[src/rtl/rv32im_return_stack_if.sv]
// Decode-to-RAS interface: qualified push/pop/undo requests in, predicted return target and status out.
// The master modport belongs to decode/fetch; the slave modport belongs to the return stack.
interface rv32im_return_stack_if #(
    parameter int XLEN  = 32,
    parameter int DEPTH = 8
);
    localparam int PTR_W = $clog2(DEPTH);

    logic             en_i;
    logic             push_i;
    logic             pop_i;
    logic [XLEN-1:0]  push_addr_i;
    logic             undo_i;
    logic [XLEN-1:0]  top_addr_o;
    logic             top_valid_o;
    logic [PTR_W:0]   count_o;
    logic             overflow_o;
    logic             underflow_o;

    modport master (
        output en_i, push_i, pop_i, push_addr_i, undo_i,
        input  top_addr_o, top_valid_o, count_o, overflow_o, underflow_o
    );

    modport slave (
        input  en_i, push_i, pop_i, push_addr_i, undo_i,
        output top_addr_o, top_valid_o, count_o, overflow_o, underflow_o
    );
endinterface

[src/rtl/rv32im_return_stack.sv]
// Return-address stack for return-target prediction, with a one-level undo so a
// squashed speculative call or return can be rolled back.
module rv32im_return_stack #(
    parameter int XLEN  = 32,
    parameter int DEPTH = 8
) (
    input  logic                  clk_i,
    input  logic                  rst_i,
    rv32im_return_stack_if.slave  ras
);
    localparam int PTR_W = $clog2(DEPTH);
    localparam logic [PTR_W:0] CNT_MAX = (PTR_W + 1)'(DEPTH);

    logic [XLEN-1:0]  mem [DEPTH];
    logic [PTR_W-1:0] tp;
    logic [PTR_W:0]   count;
    logic             overflow_q;
    logic             underflow_q;

    // Undo snapshot: pointer/count before the last effective op and the entry it overwrote.
    logic             snap_valid;
    logic [PTR_W-1:0] snap_tp;
    logic [PTR_W:0]   snap_count;
    logic [PTR_W-1:0] snap_widx;
    logic [XLEN-1:0]  snap_wdata;
    logic             snap_wvalid;

    logic [PTR_W-1:0] tp_inc;
    logic [PTR_W-1:0] tp_dec;
    logic             empty;
    logic             full;

    assign tp_inc = tp + 1'b1;
    assign tp_dec = tp - 1'b1;
    assign empty  = (count == '0);
    assign full   = (count == CNT_MAX);

    always_ff @(posedge clk_i) begin
        if (rst_i) begin
            tp          <= '0;
            count       <= '0;
            snap_valid  <= 1'b0;
            overflow_q  <= 1'b0;
            underflow_q <= 1'b0;
        end else begin
            overflow_q  <= 1'b0;
            underflow_q <= 1'b0;
            if (ras.undo_i) begin
                // Undo wins over any same-cycle request; nothing else happens this cycle.
                if (snap_valid) begin
                    tp         <= snap_tp;
                    count      <= snap_count;
                    snap_valid <= 1'b0;
                    if (snap_wvalid) begin
                        mem[snap_widx] <= snap_wdata;
                    end
                end
            end else if (ras.en_i) begin
                if (ras.push_i && (!ras.pop_i || empty)) begin
                    snap_valid  <= 1'b1;
                    snap_tp     <= tp;
                    snap_count  <= count;
                    snap_widx   <= tp_inc;
                    snap_wdata  <= mem[tp_inc];
                    snap_wvalid <= 1'b1;
                    mem[tp_inc] <= ras.push_addr_i;
                    tp          <= tp_inc;
                    if (full) begin
                        overflow_q <= 1'b1;
                    end else begin
                        count <= count + 1'b1;
                    end
                end else if (ras.push_i) begin
                    // Coroutine swap: replace the top in place.
                    snap_valid  <= 1'b1;
                    snap_tp     <= tp;
                    snap_count  <= count;
                    snap_widx   <= tp;
                    snap_wdata  <= mem[tp];
                    snap_wvalid <= 1'b1;
                    mem[tp]     <= ras.push_addr_i;
                end else if (ras.pop_i) begin
                    if (empty) begin
                        underflow_q <= 1'b1;
                    end else begin
                        snap_valid  <= 1'b1;
                        snap_tp     <= tp;
                        snap_count  <= count;
                        snap_wvalid <= 1'b0;
                        tp          <= tp_dec;
                        count       <= count - 1'b1;
                    end
                end
            end
        end
    end

    assign ras.top_addr_o  = empty ? '0 : mem[tp];
    assign ras.top_valid_o = !empty;
    assign ras.count_o     = count;
    assign ras.overflow_o  = overflow_q;
    assign ras.underflow_o = underflow_q;
endmodule
[src/flat_wrapper.sv]
// flat-port wrapper written by rule: the top's interface ports become plain ports
module rv32im_return_stack_flat 
#(
    parameter int XLEN  = 32,
    parameter int DEPTH = 8
)
  (clk_i, rst_i, ras_en_i, ras_push_i, ras_pop_i, ras_push_addr_i, ras_undo_i, ras_top_addr_o, ras_top_valid_o, ras_count_o, ras_overflow_o, ras_underflow_o);
  rv32im_return_stack_if #(.XLEN(XLEN), .DEPTH(DEPTH)) ras_i ();
  input  logic clk_i;
  input  logic rst_i;
  input wire logic [$bits(ras_i.en_i)-1:0] ras_en_i;
  input wire logic [$bits(ras_i.push_i)-1:0] ras_push_i;
  input wire logic [$bits(ras_i.pop_i)-1:0] ras_pop_i;
  input wire logic [$bits(ras_i.push_addr_i)-1:0] ras_push_addr_i;
  input wire logic [$bits(ras_i.undo_i)-1:0] ras_undo_i;
  output wire logic [$bits(ras_i.top_addr_o)-1:0] ras_top_addr_o;
  output wire logic [$bits(ras_i.top_valid_o)-1:0] ras_top_valid_o;
  output wire logic [$bits(ras_i.count_o)-1:0] ras_count_o;
  output wire logic [$bits(ras_i.overflow_o)-1:0] ras_overflow_o;
  output wire logic [$bits(ras_i.underflow_o)-1:0] ras_underflow_o;
  assign ras_i.en_i = ras_en_i;
  assign ras_i.push_i = ras_push_i;
  assign ras_i.pop_i = ras_pop_i;
  assign ras_i.push_addr_i = ras_push_addr_i;
  assign ras_i.undo_i = ras_undo_i;
  assign ras_top_addr_o = ras_i.top_addr_o;
  assign ras_top_valid_o = ras_i.top_valid_o;
  assign ras_count_o = ras_i.count_o;
  assign ras_overflow_o = ras_i.overflow_o;
  assign ras_underflow_o = ras_i.underflow_o;
  rv32im_return_stack #(.XLEN(XLEN), .DEPTH(DEPTH)) u_core (.clk_i(clk_i), .rst_i(rst_i), .ras(ras_i));
endmodule
[config.mk]
export PLATFORM = sky130hd
export DESIGN_NAME = rv32im_return_stack_flat
export DESIGN_NICKNAME = d
export VERILOG_FILES = /design/src/rtl/rv32im_return_stack_if.sv /design/src/rtl/rv32im_return_stack.sv /design/src/flat_wrapper.sv
export SDC_FILE = /design/constraint.sdc
export NUM_CORES = 1
export LEC_CHECK = 0
export ABC_AREA = 1
export BUFFER_PORTS_ARGS = -buffer_cell sky130_fd_sc_hd__buf_4
export CAP_MARGIN = 5
export CORE_AREA = 5 5 165 167
export DETAILED_ROUTE_END_ITERATION = 12
export DIE_AREA = 0 0 170 172
export GPL_ROUTABILITY_DRIVEN = 0
export HOLD_SLACK_MARGIN = 0.12
export MAX_ROUTING_LAYER = met4
export PLACE_DENSITY = 0.77
export REMOVE_ABC_BUFFERS = 1
export SLEW_MARGIN = 20
export SYNTH_ARGS = -nofsm -noshare
export SYNTH_HDL_FRONTEND = slang
export SYNTH_SLANG_ARGS = --single-unit
export TNS_END_PERCENT = 1
[constraint.sdc]
create_clock -name clk_i -period 11 [get_ports clk_i]
set_clock_uncertainty 0.2 [all_clocks]
set_input_delay 1.1 -clock clk_i [delete_from_list [all_inputs] [get_ports clk_i]]
set_output_delay 1.1 -clock clk_i [all_outputs]
set_load 0.005 [all_outputs]
==> results.md, run 1 <==
Status:
- The run finished with clean final reports.

Placed design:
- The number of placed instances, taps included, is 1868.
- Port buffering added 76 buffers.
- The estimated wirelength of the detail-placed design is 20800 um.

Pwr:
- IR analysis of the VDD net gives a maximum drop of around 0.00012 V.
- For this design the ratio of total power to cell area is roughly 170 nW/um2.
- The analysis attributes to cell leakage a power of between 0.006 and 0.007 uW.

Cells and area:
- The area used by sequential logic in the layout is 9250 um2.
- The most frequent standard cell in the layout excluding fill and tap cells is sky130_fd_sc_hd__o21ai_0.
- The ratio of cells with drive above 1 in the final layout is a little over a tenth.
- The area occupied by multi-input gates is 5050 um2.
- The post-route non-filler standard cell count is between 1500 and 2000.
- 0 antenna diodes ended up in the layout.
- The area added between synthesis and finish is 12.1%.
- The layout has 1948 filler cells.
- Leaving out fill and tap cells, the most frequent cells in the layout are sky130_fd_sc_hd__o21ai_0, sky130_fd_sc_hd__edfxtp_1, sky130_fd_sc_hd__nand2_1.
- The number of nets in the layout is 1616.

Yosys:
- Summing the sequential cell areas from Yosys gives a little over 60% of the chip area.
- The post-synthesis instance total is between 1500 and 2000.
- Summing the areas of all compound-gate instances in the mapped netlist gives between 20% and 30% of the synthesized area.
- Counting flops with an async set or reset pin after synthesis yields a share of 0%.
- The area of the mapped netlist is between 15000 and 20000 um2.
- After Yosys synthesis, XOR and XNOR cells account for less than 1% of the synthesized area.
- Counting flops with a built-in enable in the synthesized netlist gives ~300.
- By area, the combinational part of the netlist is dominated by compound AO/OA/AOI/OAI gates.
- Dividing the synthesized area by the synthesized cell count gives roughly 9.7 um2.
- The synthesized netlist contains 32 unique library cells.
- The multiplexer share of the synthesized area is 0%.
- After Yosys synthesis, and, or, nand and nor cells account for between 10% and 20% of the synthesized area.
- The flip-flop cell with the highest count after synthesis is sky130_fd_sc_hd__edfxtp_1.
- Of the total synthesized cell area, the portion taken by full adders, half adders and majority gates is less than 1%.
- During synthesis, Yosys emitted a total of 0 warnings.
- Synthesis inferred roughly 310 register bits.

Clock tree:
- Clock tree synthesis selected as its root buffer the cell sky130_fd_sc_hd__clkbuf_16.
- Clock-pin slew was measured on the worst setup and hold paths at ~0.060 ns.
- After clock tree synthesis, the setup repair step added 0 buffers.
- The number of sinks handled by clock tree synthesis is approximately 310.
- The number of gates given a new drive strength after cts is 0.
- TritonCTS built the clock tree.
- The number of buffers on the longest clock path is 3.
- The depth of the CTS H-tree is 1.
- The number of hold-repair buffers added at the cts stage is 0.
- The clock latency at the later pin of the worst-skew pair is ~0.55 ns.
- TritonCTS created 31 clock buffers.

Setup path:
- The category of the most critical setup path is reg -> out.
- The endpoint of the lowest-slack register-to-register path is u_core.snap_wdata[4].
- Counting cells, the worst reg-to-reg path comes to 10.
- The data arrival time of the critical path is about 3.4 ns.
- The critical path required time is around 9.7 ns.
- The worst register-to-register path has a setup slack of roughly 6.5 ns.
- STA classifies the critical path endpoint as an output pin.
- The kind of start point of the critical path is a register.
- The worst register-to-register path begins at u_core.tp[0].
- The critical-path maximum fanout is 69.

Timing:
- The count of endpoints failing setup in the final report is 0.
- Setup repair after global routing left no endpoint under its margin.
- The sum of negative setup slack is 0 ns.
- The count of endpoints failing hold in the final timing report was 0.
- Measured against its own limit, the worst slew margin works out to a little over a quarter.
- The actual transition at the worst max-transition pin is ~1.1 ns.
- Based on the critical path, the design can be clocked at up to between 200 and 250 MHz.
- The minimum clock period is between 4 and 5 ns.
- Hold is met by 0.267 ns.
- The max-slew violation total from the final report is 0.
- Of the available clock period, the critical path in the final layout requires between 40% and 50%.

Route:
- The overall routed net length is around 40000 um.
- In this run the remaining antenna-violating nets after routing total 0.
- The number of DRC markers after the initial detailed-route iteration is ~1700.
- The first detailed-routing pass took 6 iterations.
- Summed over all nets, wire length on met3 after detailed routing comes to roughly 3400 um.
- The number of remaining DRC errors is 0.
- The sum of routed wire segments on met1 is 15700 um.
- Routed signal wires occupy layers up through met4.
- The sum of met2 wire segment lengths after detailed routing is between 15000 and 20000 um.
- The total number of vias is between 10000 and 15000.
- After detailed routing, the average wire length per cell comes to slightly above 20 um.
- Using the TritonRoute via totals, the vias-per-cell ratio works out to ~6.3.

GRT:
- Entering global routing, the biggest net connects between 100 and 150 pins.
- The initial antenna violation count is 0.
- The first global-routing pass estimated between 60000 and 70000 um of wire.
- The total overflow left after global routing is 0.
- Global routing used about a quarter of the available tracks across all layers.
- The via count of the first global-routing pass is 11752.

Floorplan:
- The area enclosed by the die boundary is 29200 um2.
- The number of primary I/O pins is 77.
- The floorplan step set the die height to between 150 and 200 um.
- For this configuration, the core starts out at a cell density of 58.8%.
- The floorplan die width is 170 um.
- The total area inside the core boundary comes to 25600 um2.
- The floorplan has just under 60 rows.

Min path:
- The depth of the worst hold-timing path is 0.
- The launch point of the worst hold path is u_core.tp[1].
- The worst min-delay path endpoint is u_core.snap_tp[1].
- The class of the tightest hold or removal check is reg -> reg.

Job:
- Across the run, the number of max-cap violations was 0.
## cells by family (layout without fill, tap and decap cells)
group           after synthesis  in the layout
flops                       312            312
compound gates              570            570
buf+inv                     211            251
xor+xnor                      4              4
simple gates                454            454
fa+ha+maj                     5              5
## worst max-delay path by stage
stage / start / end / slack, ns / cells after the start
finish: register / ras_top_addr_o[24] / 6.32 / 8
global route: register / ras_top_addr_o[24] / 6.10 / 8
CTS: register / ras_top_addr_o[24] / 6.42 / 8
detailed placement: ras_undo_i / u_core.mem[4][9] / 6.05 / 9
global placement: ras_undo_i / u_core.mem[6][18] / 6.14 / 9
floorplan: u_core.tp[0] / u_core.mem[6][0] / 3.44 / 6
## critical path, stage by stage (launching register included)
cell	delay, ns
sky130_fd_sc_hd__dfxtp_4	0.55
sky130_fd_sc_hd__inv_2	0.45
sky130_fd_sc_hd__buf_4	0.74
sky130_fd_sc_hd__a21oi_1	0.21
sky130_fd_sc_hd__o21ai_0	0.14
sky130_fd_sc_hd__o21ai_0	0.15
sky130_fd_sc_hd__o21ai_0	0.34
sky130_fd_sc_hd__nor2_1	0.08
sky130_fd_sc_hd__buf_4	0.15
## synth_stat cells (6+ instances only)
master / number / area (um2)
sky130_fd_sc_hd__dfxtp_1: 13 / 260
sky130_fd_sc_hd__o21ai_1: 27 / 135
sky130_fd_sc_hd__o21ai_0: 311 / 1560
sky130_fd_sc_hd__nand3_1: 42 / 210
sky130_fd_sc_hd__edfxtp_1: 299 / 8980
sky130_fd_sc_hd__nand2_1: 246 / 923
sky130_fd_sc_hd__buf_2: 35 / 175
sky130_fd_sc_hd__nor2_1: 155 / 582
sky130_fd_sc_hd__buf_1: 6 / 22.5
sky130_fd_sc_hd__inv_1: 91 / 342
sky130_fd_sc_hd__clkbuf_1: 64 / 240
sky130_fd_sc_hd__a21oi_1: 154 / 771
sky130_fd_sc_hd__buf_4: 6 / 45.0
sky130_fd_sc_hd__inv_2: 6 / 22.5
sky130_fd_sc_hd__o211ai_1: 71 / 533
## flip-flops by register name, summed over array words and instances, names as in the netlist, named ones only
signal / flops
u_core.tp: 3
u_core.ras.underflow_o: 1
u_core.ras.overflow_o: 1
u_core.snap_count: 4
u_core.snap_tp: 3
u_core.snap_wvalid: 1
u_core.snap_valid: 1
u_core.snap_widx: 3
u_core.ras.count_o: 4
u_core.mem: 256
u_core.snap_wdata: 32
## layer usage
metal	track usage [%]	up-vias
met1	35.1	5737
met3	3.52	99
met4	9.10	0
met5	-	-
met2	43.4	723
li1	-	5550
## where the power goes
| group | switching [uW] | leakage [uW] | internal (uW) |
|---|---|---|---|
| clock | 436 | 0.000484 | 579 |
| sequential | 18.5 | 0.00281 | 1320 |
| combinational | 294 | 0.00273 | 151 |
## per-stage QoR
step           total power, uW  worst slack [ns]  cell area [um2]  utilization (%)
2_1_floorplan             1630              3.44            14600                -
3_5_place_dp              1800              6.05            15800             61.5
3_3_place_gp              1780              6.14            15800             61.5
6_report                  2800              6.32            16900             65.9
5_1_grt                   2900              6.10            16900             65.9
4_1_cts                   2800              6.42            16700             65.3
## final cells by class
| class | instances | area share, % |
|---|---|---|
| flip-flops and latches | 312 | 54.7 |
| repair buffers | 96 | 4.96 |
| clock buffers | 32 | 4.61 |
| well taps | 335 | 2.48 |
| multi-input cells | 1033 | 29.9 |
| clock inverters | 24 | 1.08 |
| inverters | 99 | 2.21 |
(Power assumes the default switching activity.)
==> run 2: changes to the inputs <==
--- a/config.mk
+++ b/config.mk
@@ -5,16 +5,16 @@
 export SDC_FILE = /design/constraint.sdc
 export NUM_CORES = 1
 export LEC_CHECK = 0
-export ABC_AREA = 1
+export ABC_AREA = 0
 export BUFFER_PORTS_ARGS = -buffer_cell sky130_fd_sc_hd__buf_4
 export CAP_MARGIN = 5
-export CORE_AREA = 5 5 165 167
+export CORE_AREA = 5 5 162 164
 export DETAILED_ROUTE_END_ITERATION = 12
-export DIE_AREA = 0 0 170 172
+export DIE_AREA = 0 0 167 169
 export GPL_ROUTABILITY_DRIVEN = 0
 export HOLD_SLACK_MARGIN = 0.12
 export MAX_ROUTING_LAYER = met4
-export PLACE_DENSITY = 0.77
+export PLACE_DENSITY = 0.78
 export REMOVE_ABC_BUFFERS = 1
 export SLEW_MARGIN = 20
 export SYNTH_ARGS = -nofsm -noshare
==> constraint.sdc (replaced) <==
create_clock -name clk_i -period 4.69 [get_ports clk_i]
set_clock_uncertainty 0.2 [all_clocks]
set_input_delay 0.469 -clock clk_i [delete_from_list [all_inputs] [get_ports clk_i]]
set_output_delay 0.469 -clock clk_i [all_outputs]
set_load 0.005 [all_outputs]
==> results.md, run 2 <==
Setup path:
- By startpoint and endpoint, the worst setup path is classified as reg -> out.
- The flop-to-flop setup slack is between 1 and 1.5 ns.
- Measured in cells, the most critical reg-to-reg path has a length of 6.
- Along the worst path, the maximum fanout reaches 38.
- The peak per-stage delay on the critical path is between 0.8 and 0.9 ns.
- The kind of start point of the critical path is a register.
- The data arrival time of the critical path is about 2.9 ns.
- The startpoint of the most critical register-to-register path is u_core.tp[0].
- The endpoint identified for the worst register-to-register timing path is u_core.mem[3][18].
- The signal on the critical path passes through buf_12 > mux4_2 > mux2i_1 > nor2_1 > buf_4.
- STA classifies the critical path endpoint as an output pin.
- For the worst setup path, the data required time is approximately 4.0 ns.
- Among all stages on the critical path, the largest delay is contributed by sky130_fd_sc_hd__dfxtp_4.

Timing:
- The minimum clock period is about 3.6 ns.
- The worst path uses around three quarters of the clock period.
- The count of endpoints failing setup in the final report is 0.
- The normalized max-slew margin is 30.6%.
- The maximum achievable frequency is between 200 and 300 MHz.
- The max-slew violation total from the final report was 0.
- The count of endpoints failing hold in the final timing report came to 0.
- The worst path meets setup with approximately 1.1 ns of slack.
- Setup repair after global routing left no endpoint under its margin.
- For the pin with the worst max-slew slack, the measured transition is about 1.0 ns.

Placed design:
- The number of instances in the placed design is 1204.
- The area of placed instances is 15600 um2.
- The estimated wirelength of the detail-placed design is roughly 18000 um.
- The total of buffers placed on input and output ports is between 70 and 80.
- The pre-CTS setup slack is between 1 and 1.5 ns.

Cells and area:
- The register with the most flip-flops in the layout has 256 of them.
- The largest registers in the layout are u_core.mem: 256 flops, u_core.snap_wdata: 32 flops.
- The summed area of non-filler cells in the final layout is 16600 um2.
- The total inserted antenna cells is 0.
- Leaving out fill and tap cells, the most frequent cells in the layout are sky130_fd_sc_hd__edfxtp_1, sky130_fd_sc_hd__mux4_2, sky130_fd_sc_hd__nand2_1.
- The post-route non-filler standard cell count is roughly 1300.
- The library cell used most frequently in the layout, excluding fill and tap cells, is sky130_fd_sc_hd__edfxtp_1.
- The ratio of cells with drive above 1 in the final layout is 31.8%.
- The number of nets in the layout is about 960.
- From synthesis to final layout, the design area changed by 14.2%.
- Counting flops per register, the top entry is u_core.mem.

Pwr:
- Power spread over the standard cell area amounts to roughly 380 nW/um2.
- Per report_power, the combinational group accounts for 14.0% of the total.
- In this run the power spent charging and discharging nets is roughly 1500 uW.
- The clock network burns a little over a third of the power.
- The net switching share of the total power is 24.0%.
- Cell internal power was estimated by the tool at just under 5000 uW.
- The leakage power total is approximately 0.0054 uW.
- The highest ir drop seen on vdd is about 0.00031 V.
- The share of power burned in registers is 49.8%.

Floorplan:
- The floorplan core area is about 25000 um2.
- The floorplan step defined a die boundary enclosing approximately 28000 um2.
- After floorplanning, the core was divided into between 50 and 60 placement rows.
- The number of primary I/O pins is 77.
- In this run the horizontal extent of the chip is 167 um.
- The initial core utilization is 58.8%.
- The floorplan die height is around 170 um.

Yosys:
- Sequential elements use a little under two thirds of the synthesized area.
- The flip-flop and latch count after synthesis is approximately 310.
- Yosys instantiated no cell more often than sky130_fd_sc_hd__edfxtp_1.
- By area the synthesized netlist is led by sky130_fd_sc_hd__edfxtp_1, sky130_fd_sc_hd__mux4_2, sky130_fd_sc_hd__mux2i_1, sky130_fd_sc_hd__nand2_1, sky130_fd_sc_hd__dfxtp_1.
- In this run, synthesis inferred 299 flip-flops with an integrated enable.
- The cell taking the most area after synthesis is sky130_fd_sc_hd__edfxtp_1.
- Among all flip-flop cells after synthesis, the most frequent one is sky130_fd_sc_hd__edfxtp_1.
- Yosys printed 0 warnings.
- The top cell type by area accounts for about three fifths of the synthesized area.
- Counting flops with an async set or reset pin after synthesis yields a share of 0%.
- The number of distinct library cell variants in the gate-level netlist after synthesis is 45.
- The post-synthesis instance total is ~830.
- By count the netlist is led by sky130_fd_sc_hd__edfxtp_1, sky130_fd_sc_hd__mux4_2, sky130_fd_sc_hd__nand2_1, sky130_fd_sc_hd__mux2i_1, sky130_fd_sc_hd__nor2_1.
- Dividing the synthesized area by the synthesized cell count gives roughly 18 um2.
- The area of the mapped netlist is approximately 15000 um2.

Route:
- The number of vias per cell is ~6.5.
- The residual antenna-violating net count after detailed routing is 0.
- After detailed routing, the number of remaining DRC violations is 0.
- The detailed-router iteration count before antenna repair is 5.
- The detail-routed net length per standard cell is between 20 and 30 um.
- For this block, the initial DRC count from the detailed router was 814.
- Summing over every cut layer, the via total after detailed routing is between 8000 and 9000.
- Summed over all layers, the routed wires come to 32100 um.

GRT:
- The initial antenna violation count is 0.
- The largest net degree at the start of global routing is between 60 and 70.
- The via count of the first global-routing pass is approximately 8500.
- The overall overflow remaining after global route is 0.
- The wire length of the first global-routing pass is roughly 50000 um.
- Global routing used around a quarter of the available tracks.

Status:
- The run finished with clean final reports.

Clock tree:
- The longest clock path from root to sink contains 3 buffers.
- The clock transition at the register clock pins on the worst setup and hold paths after CTS is roughly 0.07 ns.
- The number of buffers created by CTS is 31.
- For the worst-skew pair, the clock arrives at the later sink with an insertion delay of roughly 0.56 ns.
- The tree is rooted in a sky130_fd_sc_hd__clkbuf_16.
- The TritonCTS clock tree is done.
- The number of sinks handled by clock tree synthesis is between 300 and 400.
- In this run the number of H-tree levels came out at 1.

Min path:
- The worst hold path terminates at u_core.mem[4][24].
- The worst hold path passes through 3 cells.
- The class of the tightest hold or removal check is in -> reg.
- The launch point of the worst hold path is ras_push_addr_i[24].

Job:
- Max-cap violations in this run came to 0.
run 2: cell count changes after synthesis, sizes merged, moves of 6 or more:
cell,change
o211ai,-69
nand2,-150
inv,-85
clkbuf,-34
mux2i,+97
buf,-22
nor2,-121
a21oi,-146
o21ai,-334
nor4,+6
nand3,-36
mux4,+128
nor3,+8
run 2: power by group through the flow:
stage	logic, uW	clock network, uW	registers [uW]
2_1_floorplan	603	0	3220
3_3_place_gp	876	0	3210
3_5_place_dp	886	0	3210
4_1_cts	896	2320	3150
5_1_grt	961	2460	3150
6_report	889	2290	3150
run 2: cell families (layout without fill, tap and decap cells):
kind of cell               Yosys count  count (layout)  synth area share, %
DFF                                312             312                 63.5
adders and majority gates            5               5                0.482
muxes                              225             225                 26.5
xor gates and xnor gates             6               6                0.456
AOI/OAI and AO/OA                   38              38                 1.95
buffers and inverters               68             175                 1.97
and+or+nand+nor                    174             174                 5.14
run 2: cell type report:
| cell class | instances | area (um2) |
|---|---|---|
| clock buffer | 33 | 783 |
| clock inverter | 22 | 146 |
| fill | 1590 | 8130 |
| inverter | 12 | 46.3 |
| multi-input combinational | 448 | 5120 |
| sequential | 312 | 9250 |
| tap | 330 | 413 |
| timing repair buffer | 108 | 863 |
run 2: how the worst max path moves through the flow:
stage / from / to / slack [ns] / cells past startpoint
2_1_floorplan: u_core.tp[0] / u_core.mem[3][0] / -4.45 / 5
3_3_place_gp: u_core.tp[0] / u_core.mem[3][26] / 1.41 / 6
3_5_place_dp: u_core.tp[0] / u_core.mem[3][26] / 1.33 / 6
4_1_cts: register / ras_top_addr_o[21] / 1.07 / 5
5_1_grt: register / ras_top_addr_o[21] / 0.88 / 5
6_report: register / ras_top_addr_o[21] / 1.10 / 5
run 2: stage by stage:
step                      total power (uW)  hold slack (ns)  utilization, %  setup TNS (ns)
after detailed placement              4100            0.340            63.2               0
final                                 6320            0.144            67.2               0
after floorplan                       3820            0.277               -         -953.67
after global routing                  6570            0.164            67.2               0
after global placement                4080            0.326            63.2               0
after CTS                             6360            0.133            67.2               0
run 2: timing repair:
action                    CTS  global route
hold buffers                6             0
gates resized for setup     0             0
hold endpoints to repair   10             0
buffers inserted            0             0
run 2: per-layer routing:
| layer | part of all wire, % | routed length, um | vias to the layer above | GRT usage, % |
|---|---|---|---|---|
| li1 | - | - | 3526 | - |
| met3 | 7.8 | 2520 | 49 | 3.69 |
| met5 | 0 | 0 | - | - |
| met4 | 1.9 | 613 | 0 | 5.16 |
| met1 | 41 | 13000 | 4296 | 32.7 |
| met2 | 50 | 16000 | 361 | 37.6 |
run 2: critical path, delay by kind of cell, from the launching register on:
family / cells / cell delay (ns)
muxes: 2 / 0.85
and+or+nand+nor: 1 / 0.07
buffers and inverters: 2 / 0.48
DFF: 1 / 0.89
==> run 3: changes to the inputs <==
--- a/config.mk
+++ b/config.mk
@@ -5,16 +5,16 @@
 export SDC_FILE = /design/constraint.sdc
 export NUM_CORES = 1
 export LEC_CHECK = 0
-export ABC_AREA = 0
+export ABC_AREA = 1
 export BUFFER_PORTS_ARGS = -buffer_cell sky130_fd_sc_hd__buf_4
 export CAP_MARGIN = 5
-export CORE_AREA = 5 5 162 164
+export CORE_AREA = 5 5 171 173
 export DETAILED_ROUTE_END_ITERATION = 12
-export DIE_AREA = 0 0 167 169
+export DIE_AREA = 0 0 176 178
 export GPL_ROUTABILITY_DRIVEN = 0
 export HOLD_SLACK_MARGIN = 0.12
 export MAX_ROUTING_LAYER = met4
-export PLACE_DENSITY = 0.78
+export PLACE_DENSITY = 0.76
 export REMOVE_ABC_BUFFERS = 1
 export SLEW_MARGIN = 20
 export SYNTH_ARGS = -nofsm -noshare
==> constraint.sdc (replaced) <==
create_clock -name clk_i -period 2.9 [get_ports clk_i]
set_clock_uncertainty 0.2 [all_clocks]
set_input_delay 0.29 -clock clk_i [delete_from_list [all_inputs] [get_ports clk_i]]
set_output_delay 0.29 -clock clk_i [all_outputs]
set_load 0.005 [all_outputs]
==> results.md, run 3 (synthesized netlist as in run 1, its figures left out) <==
Clock tree:
- The tree is rooted in a sky130_fd_sc_hd__clkbuf_16.
- The number of buffers created by CTS is 35.
- The longest clock path from root to sink contains 3 buffers.
- Counting every sink on the clock net gives 312.
- The TritonCTS clock tree is done.
- For the worst-skew pair, the clock arrives at the later sink with an insertion delay of between 0.5 and 0.6 ns.
- The number of buffers inserted by post-CTS setup repair is 0.
- Clock-pin slew was measured on the worst setup and hold paths at ~0.060 ns.
- The depth of the CTS H-tree is 2.

Setup path:
- The endpoint of the lowest-slack register-to-register path is u_core.mem[2][30].
- STA puts the critical path data arrival time at 2.27 ns.
- The kind of start point of the critical path is a register.
- The library cell contributing the largest single delay on the critical path is sky130_fd_sc_hd__dfxtp_4.
- The critical path endpoint category is an output pin.
- The startpoint of the most critical register-to-register path is u_core.ras.count_o[3].
- The number of buffer and inverter instances along the worst setup path is 3.
- In this run the worst path has a maximum fanout of 42.
- The library cell appearing most often on the critical path is sky130_fd_sc_hd__buf_4.
- The logic depth of the worst register-to-register path is 8.
- The flop-to-flop setup slack is roughly 0.43 ns.
- The instance count on the critical path is 8.
- The worst setup path is of the reg -> out kind.
- STA puts the critical path data required time at 2.41 ns.
- The peak per-stage delay on the critical path is 0.36 ns.
- Walking the worst path, the cells encountered are inv_4 > buf_4 > a21oi_1 > o21ai_0 > nand3_1 > nand2_1 > nor2_1 > buf_4.
- Among cell families on the critical path, the largest total delay comes from buffers and inverters.

Pwr:
- The total internal power is between 8000 and 9000 uW.
- Overall power consumption after layout is estimated at 11300 uW.
- The share of power burned in registers is between 40% and 50%.
- The clock network burns approximately two fifths of the power.
- Dividing total power by cell area gives a power density of 640 nW/um2.
- Summed over all nets, the switching power comes to ~2900 uW.
- The net switching share of the total power is between 20% and 30%.
- Summed over all cells, the static leakage comes to between 0.006 and 0.007 uW.
- Across the VDD grid, the largest voltage drop is 0.000468 V.
- The share of total power in combinational logic is approximately 16%.

Cells and area:
- The library cell used most frequently in the layout, excluding fill and tap cells, is sky130_fd_sc_hd__o21ai_0.
- The area added between synthesis and finish is 17.0%.
- The register with the most flip-flops in the layout has roughly 260 of them.
- Leaving out fill and tap cells, the most frequent cells in the layout are sky130_fd_sc_hd__o21ai_0, sky130_fd_sc_hd__edfxtp_1, sky130_fd_sc_hd__nand2_1.
- The total inserted antenna cells is 0.
- The register with the most flip-flops is u_core.mem.
- Measured on the finished design, the core utilization comes to 64.1%.
- In the final layout, the registers with the most flip-flops are u_core.mem: 256 flops, u_core.snap_wdata: 32 flops.
- Of the cells placed in the final design, the portion with a size suffix greater than 1 is 11.6%.
- In the final design database the tool counted approximately 1700 nets.

Timing:
- The actual transition at the worst max-transition pin is between 0.9 and 1 ns.
- The max-slew violation total from the final report is 0.
- The share of the cycle needed by the critical path after routing is between 90% and 100%.
- The count of endpoints failing hold in the final timing report is 0.
- Headroom to the max-slew limit came out at approximately a third.
- The maximum achievable frequency is about 360 MHz.
- The setup slack of the critical path after layout is between 0.1 and 0.15 ns.
- Setup violations remaining at the end of the flow were counted as 0.
- Setup repair after global routing left no endpoint under its margin.
- The clock period could shrink to about 2.8 ns.

GRT:
- The global routing usage on met1 is about a third.
- After global routing, the most crowded layer is met2.
- Entering global routing, the biggest net connects between 150 and 200 pins.
- For this run, global-route usage on met2 was measured as between 40 and 50%.
- The wire length of the first global-routing pass is a little over 60000 um.
- The initial antenna violation count was 0.
- The fraction of met3 tracks used by global routing is approximately 3.2%.
- The overall overflow remaining after global route is 0.
- The global-route usage over all layers is 25.3%.
- The via count of the first global-routing pass is 11625.

Route:
- For this run, the detailed router's first-pass iteration total came to 6.
- The residual antenna-violating net count after detailed routing is 0.
- The number of remaining DRC errors is 0.
- The total number of vias is approximately 12000.
- The detail-routed net length per standard cell is about 20 um.
- The overall routed net length is between 30000 and 40000 um.
- The number of DRC markers after the initial detailed-route iteration is 1457.
- After detailed routing, the number of vias per cell comes to between 6 and 7.

Min path:
- The min-delay analysis places its worst path in the category in -> reg.
- Along the worst hold path, the cell count comes to 3.
- The launch point of the worst hold path is ras_push_addr_i[4].
- The path with the worst hold slack has its endpoint at u_core.mem[3][4].

Floorplan:
- The floorplan die width is between 150 and 200 um.
- The floorplan step defined a die boundary enclosing between 30000 and 40000 um2.
- The number of primary I/O pins is between 70 and 80.
- The initialized floorplan defines 61 standard-cell rows.
- In this run the standard cell core region covers roughly 27000 um2.
- The initial core utilization is 54.8%.
- The die is 178 um tall.

Placed design:
- The estimated wirelength of the detail-placed design is around 22000 um.
- Before CTS, the worst setup slack after placement is 0.210 ns.
- Port buffering added 76 buffers.

Status:
- The flow ran to the end, and the final reports show no timing, DRC or antenna violations.

Job:
- Across the run, the number of max-cap violations was 0.
## run 3: changes by cell type in the layout (fill, tap and decap cells not counted), sizes merged, moves of 9 or more
cell         delta
a21oi         +146
buf             +9
clkbuf          +9
dlygate4sd3    +29
inv            +86
mux2i          -97
mux4          -128
nand2         +150
nand3          +36
nor2          +121
o211ai         +69
o21ai         +334
## run 3: how the worst max path moves through the flow
stage | endpoint | slack, ns
final | ras_top_addr_o[7] | 0.14
after global placement | u_core.mem[2][23] | 0.26
after CTS | ras_top_addr_o[7] | 0.09
after detailed placement | u_core.mem[2][25] | 0.21
after floorplan | u_core.mem[6][0] | -4.66
after global routing | ras_top_addr_o[14] | 0.004
## run 3: power by group through the flow
| stage | sequential [uW] | combinational (uW) | clock [uW] |
|---|---|---|---|
| floorplan | 5210 | 986 | 0 |
| global placement | 5140 | 1690 | 0 |
| detailed placement | 5140 | 1740 | 0 |
| CTS | 5050 | 1780 | 4470 |
| global route | 5050 | 2000 | 4670 |
| finish | 5050 | 1800 | 4440 |
## run 3: final cells by class
type / count / area (um2)
Fill cell: 2106 / 9850
Sequential cell: 312 / 9250
Multi-Input combinational cell: 1033 / 5050
Timing Repair Buffer: 146 / 1360
Clock buffer: 42 / 945
Tap cell: 346 / 433
Inverter: 99 / 380
Clock inverter: 20 / 208
## run 3: repair_timing
action | CTS | global route
endpoints found under the setup margin | 5 | 8
endpoints found under the hold margin | 241 | 0
resized for setup | 1 | 1
gates cloned | 0 | 0
hold buffers | 35 | 0
## run 3: stage by stage
| step | TNS, ns | hold WS (ns) | cell area (um2) | cells |
|---|---|---|---|---|
| after floorplan | -1285.29 | 0.159 | 14600 | 1444 |
| after global placement | 0 | 0.245 | 16100 | 1901 |
| after detailed placement | 0 | 0.267 | 16100 | 1901 |
| after CTS | 0 | 0.128 | 17600 | 1998 |
| after global routing | 0 | 0.172 | 17600 | 1998 |
| final | 0 | 0.142 | 17600 | 1998 |
## run 3: worst register-to-register path: stages (launching register included)
cell and delay [ns]:
sky130_fd_sc_hd__dfxtp_1 0.37, sky130_fd_sc_hd__nor2_1 0.19, sky130_fd_sc_hd__nand2_2 0.14, sky130_fd_sc_hd__nand2_4 0.13, sky130_fd_sc_hd__nor2_2 0.07, sky130_fd_sc_hd__nand2_1 0.08
sky130_fd_sc_hd__nand4_1 0.37, sky130_fd_sc_hd__nor2_4 0.33, sky130_fd_sc_hd__buf_12 0.26
## run 3: layer usage
layer  part of all wire, %  vias up
li1                      -     5656
met1                    40     5708
met2                    49      646
met3                   7.9      111
met4                   3.3        0
met5                     0        -
